File: src/rtl/cdb_arbiter_pkg.sv
// Shared CDB types and sizing constants for the broadcast side of the common data bus.
// Latency: n/a (types, constants and one helper function only).
// Backpressure: n/a.
package cdb_arbiter_pkg;

    localparam int NUM_CDB_ENTRIES   = 2;
    localparam int RO_BUFFER_ENTRIES = 8;
    localparam int CDB_NUM_SRC       = 4;
    localparam int CDB_FIFO_DEPTH    = 2;
    localparam int TAG_W             = $clog2(RO_BUFFER_ENTRIES);
    localparam int DATA_W            = 32;

    typedef logic [DATA_W-1:0] rv32i_word;

    typedef struct packed {
        logic             valid;
        logic [TAG_W-1:0] tag;
        rv32i_word        value;
    } cdb_entry_t;

    typedef cdb_entry_t [NUM_CDB_ENTRIES-1:0] cdb_t;

    // Increment modulo n; used for the round-robin pointer.
    function automatic int wrap_inc(input int v, input int n);
        return (v + 1 >= n) ? 0 : v + 1;
    endfunction

endpackage

File: src/rtl/cdb_src_fifo.sv
// Per-source result FIFO: circular buffer of {tag, value} with wrapping pointers.
// Latency: a push at edge N is visible at the head after edge N (one-cycle write-to-read).
// Backpressure: o_full is derived from the registered count only; pushes while full are ignored.
module cdb_src_fifo
    import cdb_arbiter_pkg::*;
#(
    parameter int DEPTH = 2
) (
    input  logic             clk,
    input  logic             rst,
    input  logic             i_flush,
    input  logic             i_push,
    input  logic             i_pop,
    input  logic [TAG_W-1:0] i_tag,
    input  rv32i_word        i_value,
    output logic             o_full,
    output logic             o_empty,
    output logic [TAG_W-1:0] o_head_tag,
    output rv32i_word        o_head_value
);

    localparam int AW = $clog2(DEPTH);

    logic [TAG_W-1:0] r_tag [DEPTH];
    rv32i_word        r_val [DEPTH];
    logic [AW-1:0]    r_wptr;
    logic [AW-1:0]    r_rptr;
    logic [AW:0]      r_count;
    logic             w_do_push;
    logic             w_do_pop;

    assign o_full       = (r_count == (AW+1)'(DEPTH));
    assign o_empty      = (r_count == '0);
    assign w_do_push    = i_push & ~o_full;
    assign w_do_pop     = i_pop & ~o_empty;
    assign o_head_tag   = r_tag[r_rptr];
    assign o_head_value = r_val[r_rptr];

    // Pointer and occupancy tracking; reset and flush both empty the buffer.
    always_ff @(posedge clk) begin
        if (rst || i_flush) begin
            r_wptr  <= '0;
            r_rptr  <= '0;
            r_count <= '0;
        end else begin
            if (w_do_push) r_wptr <= r_wptr + AW'(1);
            if (w_do_pop)  r_rptr <= r_rptr + AW'(1);
            case ({w_do_push, w_do_pop})
                2'b10:   r_count <= r_count + (AW+1)'(1);
                2'b01:   r_count <= r_count - (AW+1)'(1);
                default: r_count <= r_count;
            endcase
        end
    end

    // Entry storage; a push coincident with flush or reset is discarded.
    always_ff @(posedge clk) begin
        if (w_do_push && !i_flush && !rst) begin
            r_tag[r_wptr] <= i_tag;
            r_val[r_wptr] <= i_value;
        end
    end

endmodule

File: src/rtl/cdb_arbiter.sv
// Common data bus transmitter: buffers unit results per source, round-robin picks up to NUM_CDB heads.
// Latency: result accepted at edge N is broadcast (registered) after edge N+1 at the earliest.
// Backpressure: src_ready[s] deasserts while FIFO s is full, from registered count only.
module cdb_arbiter
    import cdb_arbiter_pkg::*;
#(
    parameter int NUM_SRC    = CDB_NUM_SRC,
    parameter int FIFO_DEPTH = CDB_FIFO_DEPTH
) (
    input  logic                      clk,
    input  logic                      rst,
    input  logic                      flush,
    input  logic [NUM_SRC-1:0]        src_valid,
    input  logic [NUM_SRC*TAG_W-1:0]  src_tag,
    input  logic [NUM_SRC*DATA_W-1:0] src_value,
    output logic [NUM_SRC-1:0]        src_ready,
    output cdb_t                      cdb_o
);

    localparam int NUM_CDB = NUM_CDB_ENTRIES;
    localparam int SRC_W   = (NUM_SRC > 1) ? $clog2(NUM_SRC) : 1;
    localparam int LANE_W  = (NUM_CDB > 1) ? $clog2(NUM_CDB) : 1;

    logic [NUM_SRC-1:0] w_full;
    logic [NUM_SRC-1:0] w_empty;
    logic [NUM_SRC-1:0] w_push;
    logic [NUM_SRC-1:0] w_grant;
    logic [TAG_W-1:0]   w_head_tag [NUM_SRC];
    rv32i_word          w_head_val [NUM_SRC];
    logic [NUM_CDB-1:0] w_lane_vld;
    logic [SRC_W-1:0]   w_lane_src [NUM_CDB];
    logic [SRC_W-1:0]   w_rr_nxt;
    logic               w_any_grant;
    logic [SRC_W-1:0]   r_rr_ptr;
    cdb_t               r_cdb;

    assign src_ready = ~w_full;
    assign w_push    = src_valid & ~w_full;
    assign cdb_o     = r_cdb;

    for (genvar s = 0; s < NUM_SRC; s++) begin : g_src
        cdb_src_fifo #(.DEPTH(FIFO_DEPTH)) u_fifo (
            .clk          (clk),
            .rst          (rst),
            .i_flush      (flush),
            .i_push       (w_push[s]),
            .i_pop        (w_grant[s]),
            .i_tag        (src_tag[s*TAG_W +: TAG_W]),
            .i_value      (src_value[s*DATA_W +: DATA_W]),
            .o_full       (w_full[s]),
            .o_empty      (w_empty[s]),
            .o_head_tag   (w_head_tag[s]),
            .o_head_value (w_head_val[s])
        );
    end

    // Scan non-empty FIFOs from rr_ptr upward; the k-th hit is packed into lane k.
    always_comb begin
        int n;
        int idx;
        int last;
        w_grant    = '0;
        w_lane_vld = '0;
        for (int k = 0; k < NUM_CDB; k++) w_lane_src[k] = '0;
        n    = 0;
        last = 0;
        for (int i = 0; i < NUM_SRC; i++) begin
            idx = int'(r_rr_ptr) + i;
            if (idx >= NUM_SRC) idx = idx - NUM_SRC;
            if (!w_empty[SRC_W'(idx)] && n < NUM_CDB) begin
                w_grant[SRC_W'(idx)]    = 1'b1;
                w_lane_vld[LANE_W'(n)]  = 1'b1;
                w_lane_src[LANE_W'(n)]  = SRC_W'(idx);
                n    = n + 1;
                last = idx;
            end
        end
        w_any_grant = (n != 0);
        w_rr_nxt    = SRC_W'(wrap_inc(last, NUM_SRC));
    end

    // Round-robin pointer moves just past the last source served this cycle.
    always_ff @(posedge clk) begin
        if (rst || flush)     r_rr_ptr <= '0;
        else if (w_any_grant) r_rr_ptr <= w_rr_nxt;
    end

    for (genvar k = 0; k < NUM_CDB; k++) begin : g_lane
        // Register the granted head into its lane; idle lanes carry the all-zero encoding.
        always_ff @(posedge clk) begin
            if (rst || flush || !w_lane_vld[k]) begin
                r_cdb[k] <= '0;
            end else begin
                r_cdb[k] <= {1'b1, w_head_tag[w_lane_src[k]], w_head_val[w_lane_src[k]]};
            end
        end
    end

endmodule
File: config.mk
export PLATFORM = sky130hd
export DESIGN_NAME = cdb_arbiter
export DESIGN_NICKNAME = d
export VERILOG_FILES = /design/src/rtl/cdb_arbiter_pkg.sv /design/src/rtl/cdb_src_fifo.sv /design/src/rtl/cdb_arbiter.sv
export SDC_FILE = /design/constraint.sdc
export NUM_CORES = 1
export LEC_CHECK = 0
export CORE_MARGIN = 4
export CORE_UTILIZATION = 50
export CTS_BUF_LIST = sky130_fd_sc_hd__clkbuf_2
export DETAILED_ROUTE_END_ITERATION = 10
export MAX_ROUTING_LAYER = met4
export PLACE_DENSITY = 0.87
export SYNTH_ARGS = -nofsm -noshare
export SYNTH_HDL_FRONTEND = slang
export SYNTH_SLANG_ARGS = --single-unit
File: constraint.sdc
create_clock -name clk -period 4.6 [get_ports clk]
set_input_delay 0.46 -clock clk [delete_from_list [all_inputs] [get_ports clk]]
set_output_delay 0.46 -clock clk [all_outputs]
set_load 0.02 [all_outputs]
==> qor_table.md <==
| Quantity | This run |
| --- | --- |
| Number of CTS-inserted buffers | 82 |
| Maximum number of pins on one net before global-route repair | 36 |
| Synthesized netlist cell count | 921 |
| Number of register bits inferred by synthesis | 338 |
| Critical path arrival | 5.18 ns |
| Top area cells in the synthesized netlist | edfxtp_1 58%, mux2i_1 9.8%, dfxtp_1 8.1% |
| Core Area | 0.0281 mm^2 |
| Endpoints failing setup | 0 |
| Setup crit end kind | register |
| CTS root buf | clkbuf_2 |
| Class of the tightest hold or removal check | input port to register |
| WHS Path Cells | 1 |
| Die span in y | 178 um |
| Final weighted congestion of routability-driven global placement | 0.859 |
| Portion of total power attributed to sequential cells | 0.445 |
| Leading area contributor after synthesis | edfxtp_1 |
| DPL Wire Length | 23,200 um |
| First-pass GRT wire length | 50,500 um |
| PwrDens | 457 mW/mm^2 |
| Internal cell power | 0.00545 W |
| Async set or reset register ratio after synthesis | 0 |
| Leading cell types by count after synthesis | 280 x edfxtp_1, 141 x mux2i_1, 58 x dfxtp_1 |
| Result of the run | completed |
| Net switching power of the design | 0.00256 W |
| Final std cell area, no fill | 0.0175 mm^2 |
| Kind of launch point of the worst setup path | register |
| H-tree Lvls | 3 |
| Clock latency at the later pin of the worst-skew pair | 0.87 ns |
| Overflow left after global routing | 0 |
| Average footprint of a synthesized cell | 15.6 um^2 |
| Leakage power figure | 5.89 nW |
| Count of flip-flops with a built-in enable after synthesis | 280 |
| Critical path startpoint | g_src[3].u_fifo.r_count[0]$_SDFFE_PP0P_ |
| Number of global-route vias before repair | 8,984 |
| Number of distinct library cell variants in the gate-level netlist after synthesis | 66 |
| Combinational cell fraction of total power | 0.312 |
| Final hold vios | 0 |
| Tot GR Track Use | 0.215 |
| Capture point of the critical path | r_rr_ptr[0]$_SDFFE_PP0P_ |
| Num ports | 223 |
| Sequential element share of the synthesized area | 0.664 |
| RSZ-0062 raised after global routing | false |
| Clock sink count | 338 |
| Required time worst endpoint | 5.38 ns |
| Placed Instance Area | 0.0167 mm^2 |
| Final period util | 0.956 |
| Worst IR Drop VDD | 0.222 mV |
| Max Fclk | 227 MHz |
| Remaining antenna violation count | 0 |
| Most frequent cell after synthesis | edfxtp_1 |
| Clock tree from TritonCTS | yes |
| Count of input and output buffers | 186 |
| Post-synthesis cell area | 0.0144 mm^2 |
| Share of total power consumed by net switching | 0.320 |
| Met2 Track Usage GR | 0.349 |
| First drt pass iteration count | 5 |
| Most crowded layer after global routing | met2 |
| CP Class | register to register |
| Final-layout setup total negative slack | 0 ns |
| Area Overhead vs Synth | 21.6% |
| Slew at the pin closest to its max-slew limit | 0.726 ns |
| Die Wd | 178 um |
| HP Start | src_value[109] |
| Routed Wire Length | 33,800 um |
| Top_reg_cell synth | edfxtp_1 |
| Cells after DPL | 1,478 |
| Initial Util | 0.513 |
| Met3 demand-to-capacity share in global routing | 0.0486 |
| Warnings, synthesis | 0 |
| Floorplan row count | 61 |
| Number of nets in the layout | 1,354 |
| Via density per instance | 5.34 |
| Max Cap Viol | 0 |
| Routed WL per cell | 20.7 um |
| Slew Viols, Final | 0 |
| Die Area | 0.0316 mm^2 |
| Met1 track demand over resource | 0.275 |
| Cell depth of the worst flop-to-flop path | 15 |
| Worst clock skew | 0.0652 ns |
| CTS max path bufs | 3 |
| Number of cells in the finished layout apart from fillers | 1,632 |
| Yosys top cell area share | 0.584 |
| Layout cells sized above 1 | 0.206 |
| Flop-to-flop setup slack | 0.20 ns |
| Reg2reg start | g_src[3].u_fifo.r_count[0]$_SDFFE_PP0P_ |
| Routed via count | 8,707 |
| Max FO, Critical Path | 11 |
| Shortest clock period the worst path allows after layout | 4.40 ns |
| Number of antenna violations at the first check in global routing | 3 |
| Clock-pin slew of the registers on the worst-case setup and hold paths | 0.10 ns |
| Number of design-rule violations left by the first detailed-router iteration | 555 |
| Slew headroom | 0.514 |
| Endpoint of the worst-slack reg-to-reg timing path | r_rr_ptr[0]$_SDFFE_PP0P_ |
| Clock group share of total power | 0.243 |
| DRC violations left | 0 |
state kept, by name, summed over array words and instances (netlist names), named ones only:
| signal | flops |
|---|---|
| g_src.u_fifo.r_count | 8 |
| g_src.u_fifo.r_tag | 24 |
| g_src.u_fifo.r_val | 256 |
| g_src.u_fifo.r_rptr | 4 |
| g_src.u_fifo.r_wptr | 4 |
| r_rr_ptr | 2 |
| cdb_o | 36 |
cells in the final DEF, fill, tap and decap left out, types with 25 or more instances in the layout:
master,n
dfxtp_1,54
o22ai_2,26
mux2_1,47
edfxtp_1,280
clkbuf_2,124
conb_1,36
mux2i_1,141
buf_4,40
nor2_1,31
clkdlybuf4s50_1,186
o21ai_0,25
what timing repair did:
item / 4_1_cts / 5_1_grt
gates resized for setup: 0 / 4
buffers inserted: 0 / 0
hold buffers: 0 / 0
endpoints found under the setup margin: 0 / 2
worst min-delay path by stage:
stage | end | slack (ns)
finish | g_src[3].u_fifo.r_val[0][13]$_DFFE_PP_ | 0.17
global route | g_src[0].u_fifo.r_val[0][20]$_DFFE_PP_ | 0.06
CTS | g_src[1].u_fifo.r_val[1][16]$_DFFE_PP_ | 0.05
detailed placement | register | 0.50
global placement | register | 0.50
floorplan | register | 0.48
metrics by stage:
step	power (W)	setup WS [ns]	utilization	hold slack, ns
floorplan	0.00525	0.0891	-	0.481
global placement	0.00610	0.369	0.596	0.495
detailed placement	0.00611	0.183	0.596	0.498
CTS	0.00808	0.160	0.623	0.0500
global route	0.00842	0.0335	0.624	0.0624
finish	0.00801	0.203	0.624	0.169
per-layer routing:
layer / vias up / wire length (um)
li1: 4051 / -
met1: 4263 / 14100
met2: 340 / 16600
met3: 53 / 2470
met4: 0 / 579
met5: - / 0
cells by family (layout without fill, tap and decap cells):
kind of cell / Yosys count / in the layout / share of synthesized area
compound gates: 125 / 125 / 0.0670
simple gates: 105 / 105 / 0.0365
xor+xnor: 16 / 16 / 0.00973
other cells: 1 / 40 / 0.000260
flops: 338 / 338 / 0.664
fa+ha+maj: 23 / 23 / 0.0200
buf+inv: 98 / 392 / 0.0433
mux: 215 / 215 / 0.159
critical path: stages, from the launching register on:
cell and delay, ns:
dfxtp_1 0.38, nor2_1 0.58, o21ai_0 0.15, a222oi_1 0.31, o21a_1 0.22, nor2_1 0.07, nor2_1 0.15, ha_1 0.32
nand2_1 0.10, ha_1 0.28, or4b_2 0.59, nor4_2 0.32, nor4bb_1 0.31, nor4_1 0.10, nor3_1 0.29, a32o_1 0.19
cell type report:
type / instances / area, um^2
antenna: 4 / 10.0
clock buffer: 124 / 621
clock inverter: 26 / 150
fill: 2131 / 10600
inverter: 12 / 47.5
multi-input combinational: 520 / 4400
sequential: 338 / 9570
tap: 378 / 473
timing repair buffer: 230 / 2240
power by group through the flow:
stage          logic (W)  clock network [W]  registers (W)
3_5_place_dp     0.00248                  0        0.00363
4_1_cts          0.00250            0.00202        0.00356
5_1_grt          0.00266            0.00218        0.00358
2_1_floorplan    0.00148                  0        0.00377
6_report         0.00250            0.00195        0.00356
3_3_place_gp     0.00247                  0        0.00362
Power figures use the tool's default switching activity.
